$ cat config.mk
export PLATFORM = sky130hd
export DESIGN_NAME = jk_excitation_driver
export DESIGN_NICKNAME = d
export VERILOG_FILES = /design/src/rtl/jk_excitation_driver.sv
export SDC_FILE = /design/constraint.sdc
export NUM_CORES = 1
export LEC_CHECK = 0
export BUFFER_PORTS_ARGS = -buffer_cell sky130_fd_sc_hd__buf_2
export CAP_MARGIN = 20
export CORE_MARGIN = 2
export CORE_UTILIZATION = 30
export CTS_BUF_LIST = sky130_fd_sc_hd__clkbuf_8 sky130_fd_sc_hd__clkbuf_16
export DETAILED_ROUTE_END_ITERATION = 8
export HOLD_SLACK_MARGIN = 0.08
export MAX_ROUTING_LAYER = met4
export SYNTH_ARGS = -nofsm -noshare
export SYNTH_HDL_FRONTEND = slang
export SYNTH_SLANG_ARGS = --single-unit
$ cat constraint.sdc
create_clock -name Clk -period 2.1 [get_ports Clk]
set_input_delay 0.21 -clock Clk [delete_from_list [all_inputs] [get_ports Clk]]
set_output_delay 0.21 -clock Clk [all_outputs]
set_load 0.03 [all_outputs]
$ cat src/rtl/jk_excitation_driver.sv
// jk_excitation_driver: command stage driving a JK flip-flop bank and checking its Q feedback
module jk_excitation_driver #(
  parameter int WIDTH    = 4,
  parameter int COUNT_W  = 4,
  parameter int ERRCNT_W = 8
) (
  input  logic                Clk,
  input  logic                Reset_n,
  input  logic                Cmd_Valid,
  output logic                Cmd_Ready,
  input  logic [1:0]          Cmd_Op,
  input  logic [WIDTH-1:0]    Cmd_Mask,
  input  logic [COUNT_W-1:0]  Cmd_Count,
  input  logic [WIDTH-1:0]    Q_fb,
  output logic [WIDTH-1:0]    J,
  output logic [WIDTH-1:0]    K,
  output logic                Busy,
  output logic [WIDTH-1:0]    Expected,
  output logic                Done,
  output logic                Err,
  output logic [ERRCNT_W-1:0] Err_Cnt
);
  typedef enum logic [1:0] {INIT, IDLE, DRIVE, CHECK} state_t;
  state_t state, state_nx;
  logic [COUNT_W-1:0] cnt;
  logic [WIDTH-1:0] exp_nx;
  logic accept, mismatch;
  // INIT keeps Cmd_Ready low during reset and for the first cycle after release
  assign Cmd_Ready = state == IDLE;
  assign Busy      = state == DRIVE || state == CHECK;
  assign accept    = Cmd_Valid && Cmd_Ready;
  assign mismatch  = Q_fb != Expected;
  always_comb begin
    state_nx = state == INIT  ? IDLE :
               state == IDLE  ? (Cmd_Valid ? DRIVE : IDLE) :
               state == DRIVE ? (cnt == '0 ? CHECK : DRIVE) : IDLE;
    exp_nx   = Cmd_Op == 2'b00 ? Q_fb :
               Cmd_Op == 2'b01 ? Q_fb & ~Cmd_Mask :
               Cmd_Op == 2'b10 ? Q_fb | Cmd_Mask :
               Q_fb ^ (Cmd_Mask & {WIDTH{~Cmd_Count[0]}});
  end
  always_ff @(posedge Clk or negedge Reset_n)
    if (!Reset_n) state <= INIT;
    else state <= state_nx;
  always_ff @(posedge Clk or negedge Reset_n)
    if (!Reset_n) begin
      cnt      <= '0;
      J        <= '0;
      K        <= '0;
      Expected <= '0;
      Done     <= 1'b0;
      Err      <= 1'b0;
      Err_Cnt  <= '0;
    end else begin
      Done <= 1'b0;
      Err  <= 1'b0;
      if (accept) begin
        cnt      <= Cmd_Count;
        J        <= Cmd_Mask & {WIDTH{Cmd_Op[1]}};
        K        <= Cmd_Mask & {WIDTH{Cmd_Op[0]}};
        Expected <= exp_nx;
      end else if (state == DRIVE) begin
        if (cnt == '0) begin
          J <= '0;
          K <= '0;
        end else cnt <= cnt - 1'b1;
      end else if (state == CHECK) begin
        Done    <= 1'b1;
        Err     <= mismatch;
        Err_Cnt <= (mismatch && !(&Err_Cnt)) ? Err_Cnt + ERRCNT_W'(1) : Err_Cnt;
      end
    end
endmodule

==> results of run 1 <==
cells in the mapped netlist:
| library cell | count |
|---|---|
| nor4b_1 | 1 |
| nand2b_1 | 1 |
| xor2_1 | 11 |
| nand4b_1 | 1 |
| nand4_1 | 1 |
| buf_2 | 1 |
| ha_1 | 2 |
| nand3b_1 | 2 |
| mux2_2 | 1 |
| a21oi_1 | 7 |
| o21ai_0 | 9 |
| nor2_1 | 8 |
| a22o_1 | 3 |
| a22o_2 | 1 |
| nor2_2 | 1 |
| nand2_1 | 11 |
| nor3_1 | 2 |
| mux2i_1 | 1 |
| a22oi_1 | 3 |
| nor3b_1 | 2 |
| mux2_4 | 1 |
| a31oi_1 | 2 |
| dfrtp_1 | 28 |
| nor4_1 | 4 |
| a32o_1 | 8 |
| and2_1 | 1 |
| nor2b_1 | 2 |
| o41ai_4 | 1 |
| inv_1 | 5 |
| and3_1 | 1 |
| a211oi_1 | 1 |
| clkbuf_1 | 5 |
| nand3_1 | 3 |
power breakdown:
part	internal (mW)	switching [mW]	total [mW]	leakage, nW
Combinational	0.448	0.805	1.25	0.451
Clock	0.129	0.160	0.289	0.0216
Sequential	0.772	0.226	0.998	0.352
worst paths after layout:
check,from,to,cells past startpoint
max in group asynchronous,Reset_n,J[2],2
hold reg to reg,Err_Cnt[7],Err_Cnt[7],1
min in group asynchronous,Reset_n,asynchronous set/reset pin,2
hold / removal,Cmd_Count[3],cnt[3],3
setup reg to reg,cnt[0],K[0],5
setup / recovery,cnt[0],K[0],5
worst max-delay path, delay by kind of cell, from the launching register on:
kind	cells	cell delay, ps
AOI/OAI and AO/OA	2	610
adders and majority gates	1	180
buffers and inverters	1	100
DFF	1	420
and+or+nand+nor	1	460
layer usage:
layer / vias to the layer above / GRT usage, %
li1: 556 / -
met1: 548 / 18.3
met2: 34 / 20.6
met3: 2 / 4.08
met4: 0 / 2.10
met5: - / -
area by class of cell:
type | instances | area [um2]
inverter | 5 | 18.8
sequential | 28 | 701
timing repair buffer | 42 | 218
multi-input combinational | 92 | 637
fill | 439 | 2700
tap | 52 | 65.1
clock buffer | 3 | 41.3
through the flow:
| stage | cell area (um2) | util [%] | setup slack (ps) |
|---|---|---|---|
| floorplan | 1380 | - | 351 |
| global placement | 1630 | 37.2 | 258 |
| detailed placement | 1630 | 37.2 | 252 |
| CTS | 1680 | 38.3 | 220 |
| global route | 1680 | 38.3 | 42.5 |
| finish | 1680 | 38.3 | 213 |
registers in the layout, summed over array words and instances, names as in the netlist, named ones only:
register,flops
Expected,4
state,1
Err,1
Err_Cnt,8
K,4
Done,1
cnt,4
J,4
logic make-up (layout without fill, tap and decap cells):
logic type      after synthesis  count (layout)  synth area share [%]
simple gates                 41              41                  15.4
compound gates               35              35                  19.3
flops                        28              28                  50.8
xor+xnor                     11              11                  6.98
buf+inv                      11              50                  3.08
mux                           3               3                  2.63
fa+ha+maj                     2               2                  1.81
==> flow_metrics.tcl, run 1 <==
set metrics [dict create \
    status "completed" \
    worstSetupEndpointType "flip-flop" \
    htree_levels 1 \
    drive_above_1_share_pct 28.8 \
    antenna_cells 0 \
    clkLatencyLatePin_ps 270 \
    numPlacedInstances 218 \
    io_pins 41 \
    die-area_um2 5160 \
    grt_overflow_total 0 \
    cts_tree "built" \
    timing.final.crit_share_pct 89.9 \
    drc_errors 0 \
    synth_area_per_cell_um2 10.5 \
    p_leak_nw 0.824 \
    core_um2 4380 \
    dr.pass1.iters 4 \
    layout_common_cells "buf_2 (40), dfrtp_1 (28), xor2_1 (11), nand2_1 (11), o21ai_0 (9)" \
    path_max_fanout 8 \
    peakVddDrop_v 0.000658 \
    layout_commonest_cell "buf_2" \
    vias 1140 \
    drt-vias-per-instance 5.14 \
    grtUsageTotal_pct 13.5 \
    period_needed_ps 1890 \
    slew_violations 0 \
    wl_met2_um 1480 \
    start_util_pct 31.5 \
    cts_buffers 3 \
    crit_type "reg -> reg" \
    cts-root-buf "clkbuf_8" \
    maxSlewHeadroom_pct 56.6 \
    final-hold-violation-count 0 \
    cp_slowest_cell "nor3b_1" \
    required_ps 2260 \
    hold_class "in -> reg" \
    drt_iter0_drc 62 \
    met1_length_um 1490 \
    netlist-cell-type-count 33 \
    setup_viol 0 \
    cp_cell_sequence "inv_1, ha_1, nor3b_1, a21oi_1, a32o_1" \
    tightest_slew_ps 651 \
    gp_congestion 0.822 \
    grt_pass1_vias 1110 \
    syn_area_um2 1380 \
    syn_nets 150 \
    yosysTopAreaCellShare_pct 50.8 \
    cts_num_sinks 28 \
    cts_hold_buf 1 \
    clk_pin_slew_ps 90 \
    fin_worst_skew_ps 5.19 \
    rows 24 \
    timing.fmax_mhz 530 \
    die_x_um 71.8 \
    io_buffers 40 \
    max_stage_delay_ps 460 \
    wl_per_cell_um 14.3 \
    tns_ps 0 \
    ys_ff_latch 28 \
    met3_length_um 196 \
    power_per_cell_area_nw_per_um2 1510 \
    antenna_found_initial 0 \
    clk_path_buf_depth 2 \
    seq_area_frac_synth_pct 50.8 \
    synth_top_area_cell "dfrtp_1" \
    hpwlAfterDp_um 2360 \
    yosys_warnings 0 \
    rsz0062_at_grt "false" \
    post_cts_buffers 0 \
    top_layer_used "met4" \
    grt_pass1_wl_um 5340 \
    instances_no_fill 222 \
    final_nets 191 \
    rrSetupSlack_ps 210 \
    synthCells 131 \
    synth_area_leaders "dfrtp_1 (51%), xor2_1 (7.0%), a32o_1 (5.8%)" \
    dieHeight_um 71.8 \
    post_cts_resized 0 \
    area_growth_pct 21.8 \
    ant_nets 0 \
    power_mw 2.54 \
    cp.arrival_ps 2050 \
    grt_start_max_net_pins 29 \
    cap_violations 0 \
    drt_wl_total_um 3180 \
    start_kind "flip-flop" \
    holdWs_ps 192 \
]
Power figures use the tool's default switching activity.
==> inputs of run 2 (changes only) <==
--- a/config.mk
+++ b/config.mk
@@ -5,11 +5,12 @@
 export SDC_FILE = /design/constraint.sdc
 export NUM_CORES = 1
 export LEC_CHECK = 0
+export ABC_AREA = 1
 export BUFFER_PORTS_ARGS = -buffer_cell sky130_fd_sc_hd__buf_2
 export CAP_MARGIN = 20
 export CORE_MARGIN = 2
 export CORE_UTILIZATION = 30
-export CTS_BUF_LIST = sky130_fd_sc_hd__clkbuf_8 sky130_fd_sc_hd__clkbuf_16
+export CTS_BUF_LIST = sky130_fd_sc_hd__clkbuf_16
 export DETAILED_ROUTE_END_ITERATION = 8
 export HOLD_SLACK_MARGIN = 0.08
 export MAX_ROUTING_LAYER = met4
==> run 2 against run 1 <==
Against the previous run:
- clock power is 52% higher
- global-route usage is 0.24 points lower
- flip-flop and latch count stayed put
- clock skew is 3.4 ps lower
- sequential share of layout area is 5.3 points lower
- critical path type unchanged
- synthesized cell count is 57% higher
- sequential power is 3.9% lower
- power is 12% higher
- highest routed layer unchanged
- area after synthesis is 13% higher
- register-to-register slack better by 450 ps
- wire length is 13% higher
- largest power group unchanged
- cell count is 43% higher
==> flow_metrics.tcl, run 2 <==
set metrics [dict create \
    switching_share_pct 48.3 \
    async_reset_ff_share_pct 100 \
    cts-root-buf "clkbuf_16" \
    post_cts_resized 0 \
    power_per_cell_area_nw_per_um2 1480 \
    synthCells 206 \
    largest_reg_flops 8 \
    clkLatencyLatePin_ps 260 \
    synthAdderAreaFrac_pct 1.60 \
    grt_pass1_vias 1404 \
    cts_tree "built" \
    grt_overflow_total 0 \
    p_leak_nw 1.04 \
    critPathTopFamily "simple AND/OR/NAND/NOR gates" \
    layout_commonest_cell "nand2_1" \
    design_area_um2 1920 \
    clk_pin_slew_ps 70 \
    die-area_um2 5810 \
    dr.pass1.iters 4 \
    synth_commonest_cells "nand2_1 (61), inv_1 (30), dfrtp_1 (28)" \
    synthFlopType "dfrtp_1" \
    cp_slowest_cell "dfrtp_1" \
    crit_type "reg -> reg" \
    start_kind "flip-flop" \
    netlist-cell-type-count 26 \
    instances_no_fill 318 \
    timing.fmax_mhz 695 \
    fin_worst_skew_ps 1.84 \
    period_needed_ps 1440 \
    htree_levels 1 \
    required_ps 2300 \
    final_util_pct 37.9 \
    cts_hold_buf 1 \
    drt_wl_total_um 3600 \
    synth_top_family_by_area "simple AND/OR/NAND/NOR gates" \
    slew_violations 0 \
    path_max_fanout 9 \
    antenna_found_initial 0 \
    tightest_slew_ps 644 \
    synth_mux_area_share_pct 0 \
    fillCellCount 567 \
    rsz0062_at_grt "false" \
    internal_power_mw 1.47 \
    area_growth_pct 23.0 \
    cap_violations 0 \
    gp_congestion 0.820 \
    cp_cell_sequence "ha_1, nand2_1, nor2_4, nand3_4, nand3_4, nand2_1, nand2_1" \
    cts_buffers 3 \
    rrSetupSlack_ps 660 \
    power_frac_seq_pct 33.6 \
    placed_area_um2 1840 \
    synth_top_area_cell "dfrtp_1" \
    yosysMostFrequentCell "nand2_1" \
    synth_area_per_cell_um2 7.59 \
    grtUsageTotal_pct 13.3 \
    regMostFlops "Err_Cnt" \
    start_util_pct 30.8 \
    worstSetupEndpointType "flip-flop" \
    drt_iter0_drc 71 \
    rows 26 \
    synth-edff-count 0 \
    yosys_warnings 0 \
    max_stage_delay_ps 420 \
    drive_above_1_share_pct 23.4 \
    status "completed" \
    hold_class "in -> reg" \
    die_x_um 76.2 \
    grt_start_max_net_pins 29 \
    seq_area_frac_synth_pct 44.8 \
    post_cts_buffers 0 \
    core_um2 5070 \
    cp.arrival_ps 1640 \
    timing.final.crit_share_pct 68.5 \
    path_common_cell "nand2_1" \
    setup_viol 0 \
    peakVddDrop_v 0.000683 \
    ys_ff_latch 28 \
    clk_path_buf_depth 2 \
    antenna_cells 0 \
    wl_per_cell_um 11.3 \
    synth_compound_area_share_pct 11.3 \
    numPlacedInstances 313 \
    hpwlAfterDp_um 2650 \
    final_nets 268 \
    tns_ps 0 \
    syn_area_um2 1560 \
    p_switching_mw 1.38 \
    combinationalPowerShare_pct 51.0 \
    yosysTopAreaCellShare_pct 44.8 \
    drc_errors 0 \
    p_clk_share_pct 15.4 \
    vias 1448 \
    io_pins 41 \
    io_buffers 40 \
    maxSlewHeadroom_pct 57.0 \
    drt-vias-per-instance 4.55 \
    synth_xor_area_share_pct 1.68 \
    synth_area_leaders "dfrtp_1 (45%), nand2_1 (15%), inv_1 (7.2%)" \
    layout_common_cells "nand2_1 (61), buf_2 (40), inv_1 (30)" \
    ant_nets 0 \
    final-hold-violation-count 0 \
    cts_num_sinks 28 \
    synthSimpleGateAreaFrac_pct 30.7 \
    syn_nets 225 \
    dieHeight_um 76.2 \
    holdWs_ps 229 \
    grt_pass1_wl_um 6240 \
    crit_buf_inv 0 \
]
## run 2: changes by cell type in the layout (fill, tap and decap cells not counted), moves of 4 or more
| cell | delta |
|---|---|
| a32o_1 | -8 |
| a21oi_1 | -4 |
| nand2_1 | +50 |
| xor2_1 | -10 |
| nor4_1 | -4 |
| nand3_1 | +11 |
| o22ai_1 | +5 |
| inv_1 | +25 |
| nand4_1 | +8 |
| inv_2 | +5 |
| o21ai_1 | +10 |
## run 2: final timing paths
| check | cells past startpoint | from | end |
|---|---|---|---|
| setup / recovery | 7 | Err_Cnt[0] | Err_Cnt[6] |
| hold / removal | 3 | Cmd_Mask[0] | J[0] |
| setup reg to reg | 7 | Err_Cnt[0] | Err_Cnt[6] |
| hold reg to reg | 2 | J[0] | J[0] |
| max in group asynchronous | 2 | Reset_n | Expected[0] |
| min in group asynchronous | 2 | Reset_n | Err_Cnt[3] |
## run 2: layout make-up
cell class,count,area (um2),area share [%]
inverters,35,131,6.83
clock inverters,1,3.75,0.195
flip-flops and latches,28,701,36.4
clock buffers,3,75.1,3.90
well taps,70,87.6,4.55
multi-input cells,139,708,36.8
repair buffers,42,218,11.3
## run 2: tightest hold or removal path, stage by stage
cell and delay [ps]:
buf_2 110, nand3_1 70, o21ai_1 60
## run 2: kinds of logic (layout without fill, tap and decap cells)
family / after synthesis / count (layout)
xor gates and xnor gates: 3 / 3
and+or+nand+nor: 102 / 102
adders and majority gates: 2 / 2
AOI/OAI and AO/OA: 32 / 32
buffers and inverters: 39 / 81
DFF: 28 / 28
## run 2: power groups by stage
stage | clock, mW | sequential, mW | combinational (mW)
5_1_grt | 0.471 | 0.996 | 1.62
3_5_place_dp | 0 | 0.967 | 1.47
2_1_floorplan | 0 | 1.28 | 0.748
6_report | 0.438 | 0.959 | 1.46
4_1_cts | 0.452 | 0.963 | 1.47
3_3_place_gp | 0 | 0.971 | 1.45
## run 2: per-stage QoR
step | worst slack [ps] | total power [mW]
after detailed placement | 676 | 2.43
after floorplan | 593 | 2.03
after global placement | 717 | 2.42
after global routing | 467 | 3.09
final | 662 | 2.85
after CTS | 654 | 2.89
## run 2: routing by layer
metal | track usage [%] | wire length [um]
met5 | - | 0
met4 | 2.18 | 23
met3 | 3.08 | 221
met2 | 21.8 | 1630
met1 | 17.1 | 1720
